`config.mk`:
```
export PLATFORM = sky130hd
export DESIGN_NAME = conv_row_scheduler
export DESIGN_NICKNAME = d
export VERILOG_FILES = /design/src/rtl/conv_pkg.sv /design/src/rtl/conv_wait_timer.sv /design/src/rtl/conv_row_scheduler.sv
export SDC_FILE = /design/constraint.sdc
export NUM_CORES = 2
export LEC_CHECK = 0
export BUFFER_PORTS_ARGS = -buffer_cell sky130_fd_sc_hd__buf_2
export CORE_AREA = 2 2 580 582
export CTS_CLUSTER_SIZE = 8
export DETAILED_ROUTE_END_ITERATION = 6
export DIE_AREA = 0 0 582 584
export PLACE_DENSITY = 0.3
export REMOVE_ABC_BUFFERS = 1
export SLEW_MARGIN = 20
export SYNTH_ARGS = -nofsm -noshare
export SYNTH_HDL_FRONTEND = slang
export SYNTH_HIERARCHICAL = 1
export SYNTH_SLANG_ARGS = --single-unit
```
`constraint.sdc`:
```
create_clock -name i_clk -period 5.4 [get_ports i_clk]
set_input_delay 1.08 -clock i_clk [delete_from_list [all_inputs] [get_ports i_clk]]
set_output_delay 1.08 -clock i_clk [all_outputs]
set_load 0.05 [all_outputs]
```
`src/rtl/conv_pkg.sv`:
```
// Shared types and defaults for the convolution row scheduler.
package conv_pkg;

  typedef enum logic [2:0] {
    ST_IDLE  = 3'd0,
    ST_FETCH = 3'd1,
    ST_ISSUE = 3'd2,
    ST_WAIT  = 3'd3,
    ST_OUT   = 3'd4
  } state_t;

  localparam int CONV_BITS          = 16;
  localparam int CONV_KERNEL        = 7;
  localparam int CONV_FEATURES      = 12;
  localparam int CONV_OVERHEAD_BITS = 12;
  localparam int N = CONV_FEATURES - CONV_KERNEL + 1;
  localparam int W = 2 * CONV_BITS + CONV_OVERHEAD_BITS;

  // Clamp a sign-extended lane to the signed range of p_bits bits.
  function automatic logic signed [63:0] lane_sat(input logic signed [63:0] v,
                                                  input int unsigned p_bits);
    logic signed [63:0] v_max;
    logic signed [63:0] v_min;
    v_max = (64'sd1 <<< (p_bits - 1)) - 64'sd1;
    v_min = -(64'sd1 <<< (p_bits - 1));
    if (v > v_max)      lane_sat = v_max;
    else if (v < v_min) lane_sat = v_min;
    else                lane_sat = v;
  endfunction

endpackage

```
`src/rtl/conv_wait_timer.sv`:
```
// Loadable down-counter that marks the last cycle of a PIPE_LAT-long wait.
module conv_wait_timer #(
  parameter int PIPE_LAT = 6
) (
  input  logic i_clk,
  input  logic i_rst,
  input  logic i_load,
  output logic o_expire
);

  localparam int CW = $clog2(PIPE_LAT + 1);

  logic [CW-1:0] r_cnt;

  // Loading PIPE_LAT-1 makes the count reach zero on the PIPE_LAT-th cycle.
  always_ff @(posedge i_clk) begin
    if (i_rst) begin
      r_cnt <= '0;
    end else if (i_load) begin
      r_cnt <= CW'(PIPE_LAT - 1);
    end else if (r_cnt != '0) begin
      r_cnt <= r_cnt - 1'b1;
    end
  end

  assign o_expire = (r_cnt == '0);

endmodule

```
`src/rtl/conv_row_scheduler.sv`:
```
// Drives one 1-D conv datapath through KERNEL rows, chaining partial sums via bias.
// Optional macro CONV_SAT_EN clamps each output lane to the signed 2*BITS range.
module conv_row_scheduler
  import conv_pkg::*;
#(
  parameter int BITS          = CONV_BITS,
  parameter int KERNEL        = CONV_KERNEL,
  parameter int FEATURES      = CONV_FEATURES,
  parameter int OVERHEAD_BITS = CONV_OVERHEAD_BITS,
  parameter int PIPE_LAT      = 6,
  parameter int ADDR_W        = 10
) (
  input  logic                                                    i_clk,
  input  logic                                                    i_rst,
  input  logic                                                    i_start,
  input  logic [ADDR_W-1:0]                                       i_base_row,
  input  logic [2*BITS+OVERHEAD_BITS-1:0]                         i_bias_in,
  output logic                                                    o_busy,
  output logic                                                    o_rd_en,
  output logic [ADDR_W-1:0]                                       o_feat_addr,
  output logic [$clog2(KERNEL)-1:0]                               o_filt_addr,
  input  logic [FEATURES*BITS-1:0]                                i_feat_rd_data,
  input  logic [KERNEL*BITS-1:0]                                  i_filt_rd_data,
  output logic [KERNEL*BITS-1:0]                                  o_dp_filters,
  output logic [FEATURES*BITS-1:0]                                o_dp_features,
  output logic [(FEATURES-KERNEL+1)*(2*BITS+OVERHEAD_BITS)-1:0]   o_dp_biases,
  input  logic [(FEATURES-KERNEL+1)*(2*BITS+OVERHEAD_BITS)-1:0]   i_dp_sums,
  output logic [(FEATURES-KERNEL+1)*(2*BITS+OVERHEAD_BITS)-1:0]   o_out_sums,
  output logic                                                    o_out_valid,
  input  logic                                                    i_out_ready,
  output logic [2:0]                                              o_state
);

  localparam int LANES = FEATURES - KERNEL + 1;
  localparam int ACC_W = 2 * BITS + OVERHEAD_BITS;
  localparam int KW    = $clog2(KERNEL);
  localparam logic [KW-1:0] K_LAST = KW'(KERNEL - 1);

  state_t                     r_state;
  state_t                     w_next;
  logic [ADDR_W-1:0]          r_base;
  logic [KW-1:0]              r_k;
  logic [LANES*ACC_W-1:0]     r_acc;
  logic [KERNEL*BITS-1:0]     r_filters;
  logic [FEATURES*BITS-1:0]   r_features;
  logic [LANES*ACC_W-1:0]     r_biases;
  logic                       w_load;
  logic                       w_expire;

  conv_wait_timer #(.PIPE_LAT(PIPE_LAT)) u_wait_timer (
    .i_clk    (i_clk),
    .i_rst    (i_rst),
    .i_load   (w_load),
    .o_expire (w_expire)
  );

  always_comb begin
    w_next = r_state;
    w_load = 1'b0;
    case (r_state)
      ST_IDLE:  if (i_start) w_next = ST_FETCH;
      ST_FETCH: w_next = ST_ISSUE;
      ST_ISSUE: begin
        w_next = ST_WAIT;
        w_load = 1'b1;
      end
      ST_WAIT:  if (w_expire) w_next = (r_k == K_LAST) ? ST_OUT : ST_FETCH;
      ST_OUT:   if (i_out_ready) w_next = ST_IDLE;
      default:  w_next = ST_IDLE;
    endcase
  end

  always_ff @(posedge i_clk) begin
    if (i_rst) begin
      r_state    <= ST_IDLE;
      r_base     <= '0;
      r_k        <= '0;
      r_acc      <= '0;
      r_filters  <= '0;
      r_features <= '0;
      r_biases   <= '0;
    end else begin
      r_state <= w_next;
      case (r_state)
        ST_IDLE: if (i_start) begin
          r_base <= i_base_row;
          r_k    <= '0;
          r_acc  <= {LANES{i_bias_in}};
        end
        ST_ISSUE: begin
          r_features <= i_feat_rd_data;
          r_filters  <= i_filt_rd_data;
          r_biases   <= r_acc;
        end
        // The datapath already added this row onto the bias chain.
        ST_WAIT: if (w_expire) begin
          r_acc <= i_dp_sums;
          if (r_k != K_LAST) r_k <= r_k + 1'b1;
        end
        default: ;
      endcase
    end
  end

  assign o_busy        = (r_state != ST_IDLE);
  assign o_rd_en       = (r_state == ST_FETCH);
  assign o_feat_addr   = r_base + ADDR_W'(r_k);
  assign o_filt_addr   = r_k;
  assign o_dp_filters  = r_filters;
  assign o_dp_features = r_features;
  assign o_dp_biases   = r_biases;
  assign o_out_valid   = (r_state == ST_OUT);
  assign o_state       = r_state;

`ifdef CONV_SAT_EN
  for (genvar g = 0; g < LANES; g++) begin : g_sat
    logic signed [63:0] w_ext;
    logic signed [63:0] w_clamped;
    assign w_ext     = 64'(signed'(r_acc[g*ACC_W +: ACC_W]));
    assign w_clamped = lane_sat(w_ext, 2 * BITS);
    assign o_out_sums[g*ACC_W +: ACC_W] = w_clamped[ACC_W-1:0];
  end
`else
  assign o_out_sums = r_acc;
`endif

endmodule

```
==> summary by stage <==
Global route
The all-layer global routing usage is 0.132. Entering global routing, the biggest net connects 146 pins. The first global-routing pass estimated 309 mm of wire. The via count of the first global-routing pass is 33106. Global routing finished with a remaining overflow of 0.

The number of antenna violations at the first check in global routing came to 135.

Route
After detailed routing, the total wire length is 235 mm. The detailed router finished its first iteration with 1620 violations. After detailed routing, the number of remaining DRC violations is 0. The detailed-route vias per instance is 3.46. The routed wire length on met2 is 111 mm.

The count of nets left with antenna violations after detail routing is 0. The mean routed wirelength per cell is 24.4 um. The detailed router used layers up to and including met5. The number of iterations in the first detailed-routing pass is 6. The detailed router placed 33357 vias in this run. The routed length on met3 is 26.7 mm.

For this block, wires on met1 add up to 90.9 mm.

Critical path
The maximum net fanout on the critical path is 5. Setup slack on the worst reg-to-reg path comes out at 2.15 ns. The critical path class is reg2out. The worst setup path is launched from a flip-flop. The endpoint arrival time on the critical path is 2.72 ns. Data on the critical path is required at its endpoint by 4.32 ns. The kind of capture point of the worst setup path is an output pin.

Yosys
For this run, the leading register cell type out of synthesis is dfxtp_1. The fraction of the yosys area taken by sequential cells is 0.537. The mean instance size in the synthesized netlist is 8.30 um2. The number of enable flip-flop cells after synthesis is 0. The summed instance area of the synthesized netlist is 0.0317 mm2. The number of warnings issued by yosys is 6.

Of all flip-flops after synthesis, the portion carrying an async set or reset was 0. Synthesis inferred 851 register bits. The synthesized netlist contains 41 unique library cells. The gate count of the mapped netlist is 3824.

STA
The final count of pins violating max slew was 0. In the finished design, the share of the clock period the worst path needs comes to 0.703. Setup repair after global routing left no endpoint under its margin.

The final period demand of the worst path is 3.80 ns. For this run, the top clock speed supported by timing is 263 MHz. The worst hold-check slack is 0.449 ns. The worst slew margin relative to its limit is 0.304. Setup violations remaining at the end of the flow were counted as 0. The number of hold violations in the final report is 0.

Setup total negative slack on the finished layout was measured at 0 ns. The final worst clock skew is 0.0340 ns. The transition time at the pin with the least slew margin is 1.04 ns.

Floorplanning
The number of I/O pins is 1477. Row generation in the floorplan step produced 212 rows. The total die area is 0.340 mm2. The chip height is 584 um.

The die is 582 um wide. The initial utilization of the core area, before any placement, comes to 0.0953. The floorplan step defined a core boundary enclosing 0.333 mm2.

Layout
The number of nets in the finished design is 5821. The synthesis-to-layout area growth is 50.2%. The layout has 38428 filler cells.

In the layout the commonest cells are buf_2 (1475), nand2_1 (1166), dfxtp_1 (851). The fraction of final layout cells with drive strength greater than 1 is 0.356. Leaving out fill and tap cells, the most frequent cell in the layout is buf_2. The number of standard cells in the final layout excluding fillers is 9635.

Clocking
Hold repair after CTS inserted 0 buffers. Post-CTS repair changed the size of 0 cells. In this run the clock root is driven by a clkbuf_16.

The total clock sinks is 851. The CTS H-tree depth is 4. The clock passes through at most 4 buffers.

The number of setup buffers added after CTS is 0. The later pin in the worst-skew pair is clocked with a latency of 0.80 ns. The CTS tree is built. The number of buffers created by CTS is 134. After clock tree synthesis, the clock-pin slew on the worst setup and hold paths is 0.05 ns.

Pwr
The total power of the final layout is 0.0199 W. The areal power density over the cells is 417 mW/mm2. The peak supply drop is 0.191 mV.

The static leakage is 19.5 nW.

Place
Port buffering added 1476 buffers. The number of cells after detailed placement is 9437. Routability-driven placement finished with a final weighted congestion of 0.882. The HPWL reported at the end of detailed placement is 188 mm.

Run
The tool flagged a number of max-cap violations equal to 0.

Hold path
The min-delay analysis places its worst path in the category reg2reg.

Run status
The flow ran to the end, and the final reports show no timing, DRC or antenna violations.
kinds of logic after synthesis:
group	after synthesis	synth area share
adders and majority gates	9	0.00379
muxes	2	0.000631
AOI/OAI and AO/OA	856	0.157
DFF	851	0.537
buffers and inverters	332	0.0522
xor gates and xnor gates	9	0.00248
and+or+nand+nor	1765	0.247
path summary, 6_finish.rpt:
kind | start | to | cells past startpoint
worst max-delay path | o_filt_addr[0]$_SDFFE_PP0P_ | o_feat_addr[8] | 8
worst min-delay path | o_dp_biases[151]$_SDFFE_PP0P_ | o_dp_biases[151]$_SDFFE_PP0P_ | 2
worst min register to register | o_dp_biases[151]$_SDFFE_PP0P_ | o_dp_biases[151]$_SDFFE_PP0P_ | 2
worst max register to register | u_wait_timer/r_cnt[0]$_SDFFE_PP0P_ | o_out_sums[154]$_SDFFE_PP0P_ | 9
cell usage after synthesis (2+ instances only):
cell type / instances / area share
nand2_1: 1166 / 0.14
dfxtp_1: 851 / 0.54
a21oi_1: 584 / 0.092
nor2_1: 270 / 0.032
a211oi_1: 264 / 0.062
clkbuf_1: 151 / 0.018
nor3_2: 141 / 0.044
nor3_1: 127 / 0.020
buf_2: 96 / 0.015
buf_4: 49 / 0.012
nor2b_1: 46 / 0.0091
buf_6: 14 / 0.0050
inv_1: 13 / 0.0015
buf_1: 8 / 0.00095
ha_1: 8 / 0.0032
xnor2_1: 5 / 0.0014
xor2_1: 4 / 0.0011
a21o_1: 2 / 0.00047
and3_1: 2 / 0.00039
mux2i_1: 2 / 0.00063
sequential cells by signal, summed over array words and instances (netlist names):
name / cells
r_base: 10
o_filt_addr: 3
o_dp_filters: 112
o_out_sums: 264
o_dp_features: 192
o_state: 3
u_wait_timer/r_cnt: 3
o_dp_biases: 264
worst max-delay path: stages (launching register included):
cell and delay [ns]:
dfxtp_1 0.45, ha_1 0.21, inv_1 0.05, fa_1 0.40
inv_1 0.08, a21o_1 0.18, nand4_1 0.13, xnor2_1 0.15
buf_2 0.30
stage by stage:
stage | cell area (um2) | utilization | worst slack [ns]
after floorplan | 30100 | - | -10.41
after global placement | 43800 | 0.132 | 1.71
after detailed placement | 43800 | 0.132 | 1.68
after CTS | 47600 | 0.143 | 1.44
after global routing | 47600 | 0.143 | 1.33
final | 47700 | 0.143 | 1.60
final cells by class:
cell class | count | area, um2 | share of cell area
Tap cell | 4387 | 5490 | 0.115
Clock inverter | 14 | 186 | 0.00391
Inverter | 14 | 60.1 | 0.00126
Antenna cell | 28 | 70.1 | 0.00147
Multi-Input combinational cell | 2641 | 13100 | 0.274
Timing Repair Buffer | 1544 | 8160 | 0.171
Clock buffer | 156 | 3600 | 0.0755
Sequential cell | 851 | 17000 | 0.357
power breakdown:
| group | internal (W) | switching, W |
|---|---|---|
| Sequential | 0.00677 | 0.000392 |
| Clock | 0.00480 | 0.00329 |
| Combinational | 0.000978 | 0.00365 |
| Total | 0.0126 | 0.00733 |
metal layers:
metal | up-vias | GRT usage
met5 | - | 0
met1 | 16020 | 0.148
met3 | 333 | 0.0643
met2 | 1389 | 0.224
met4 | 100 | 0.0308
li1 | 15515 | -
Power figures use the tool's default switching activity.
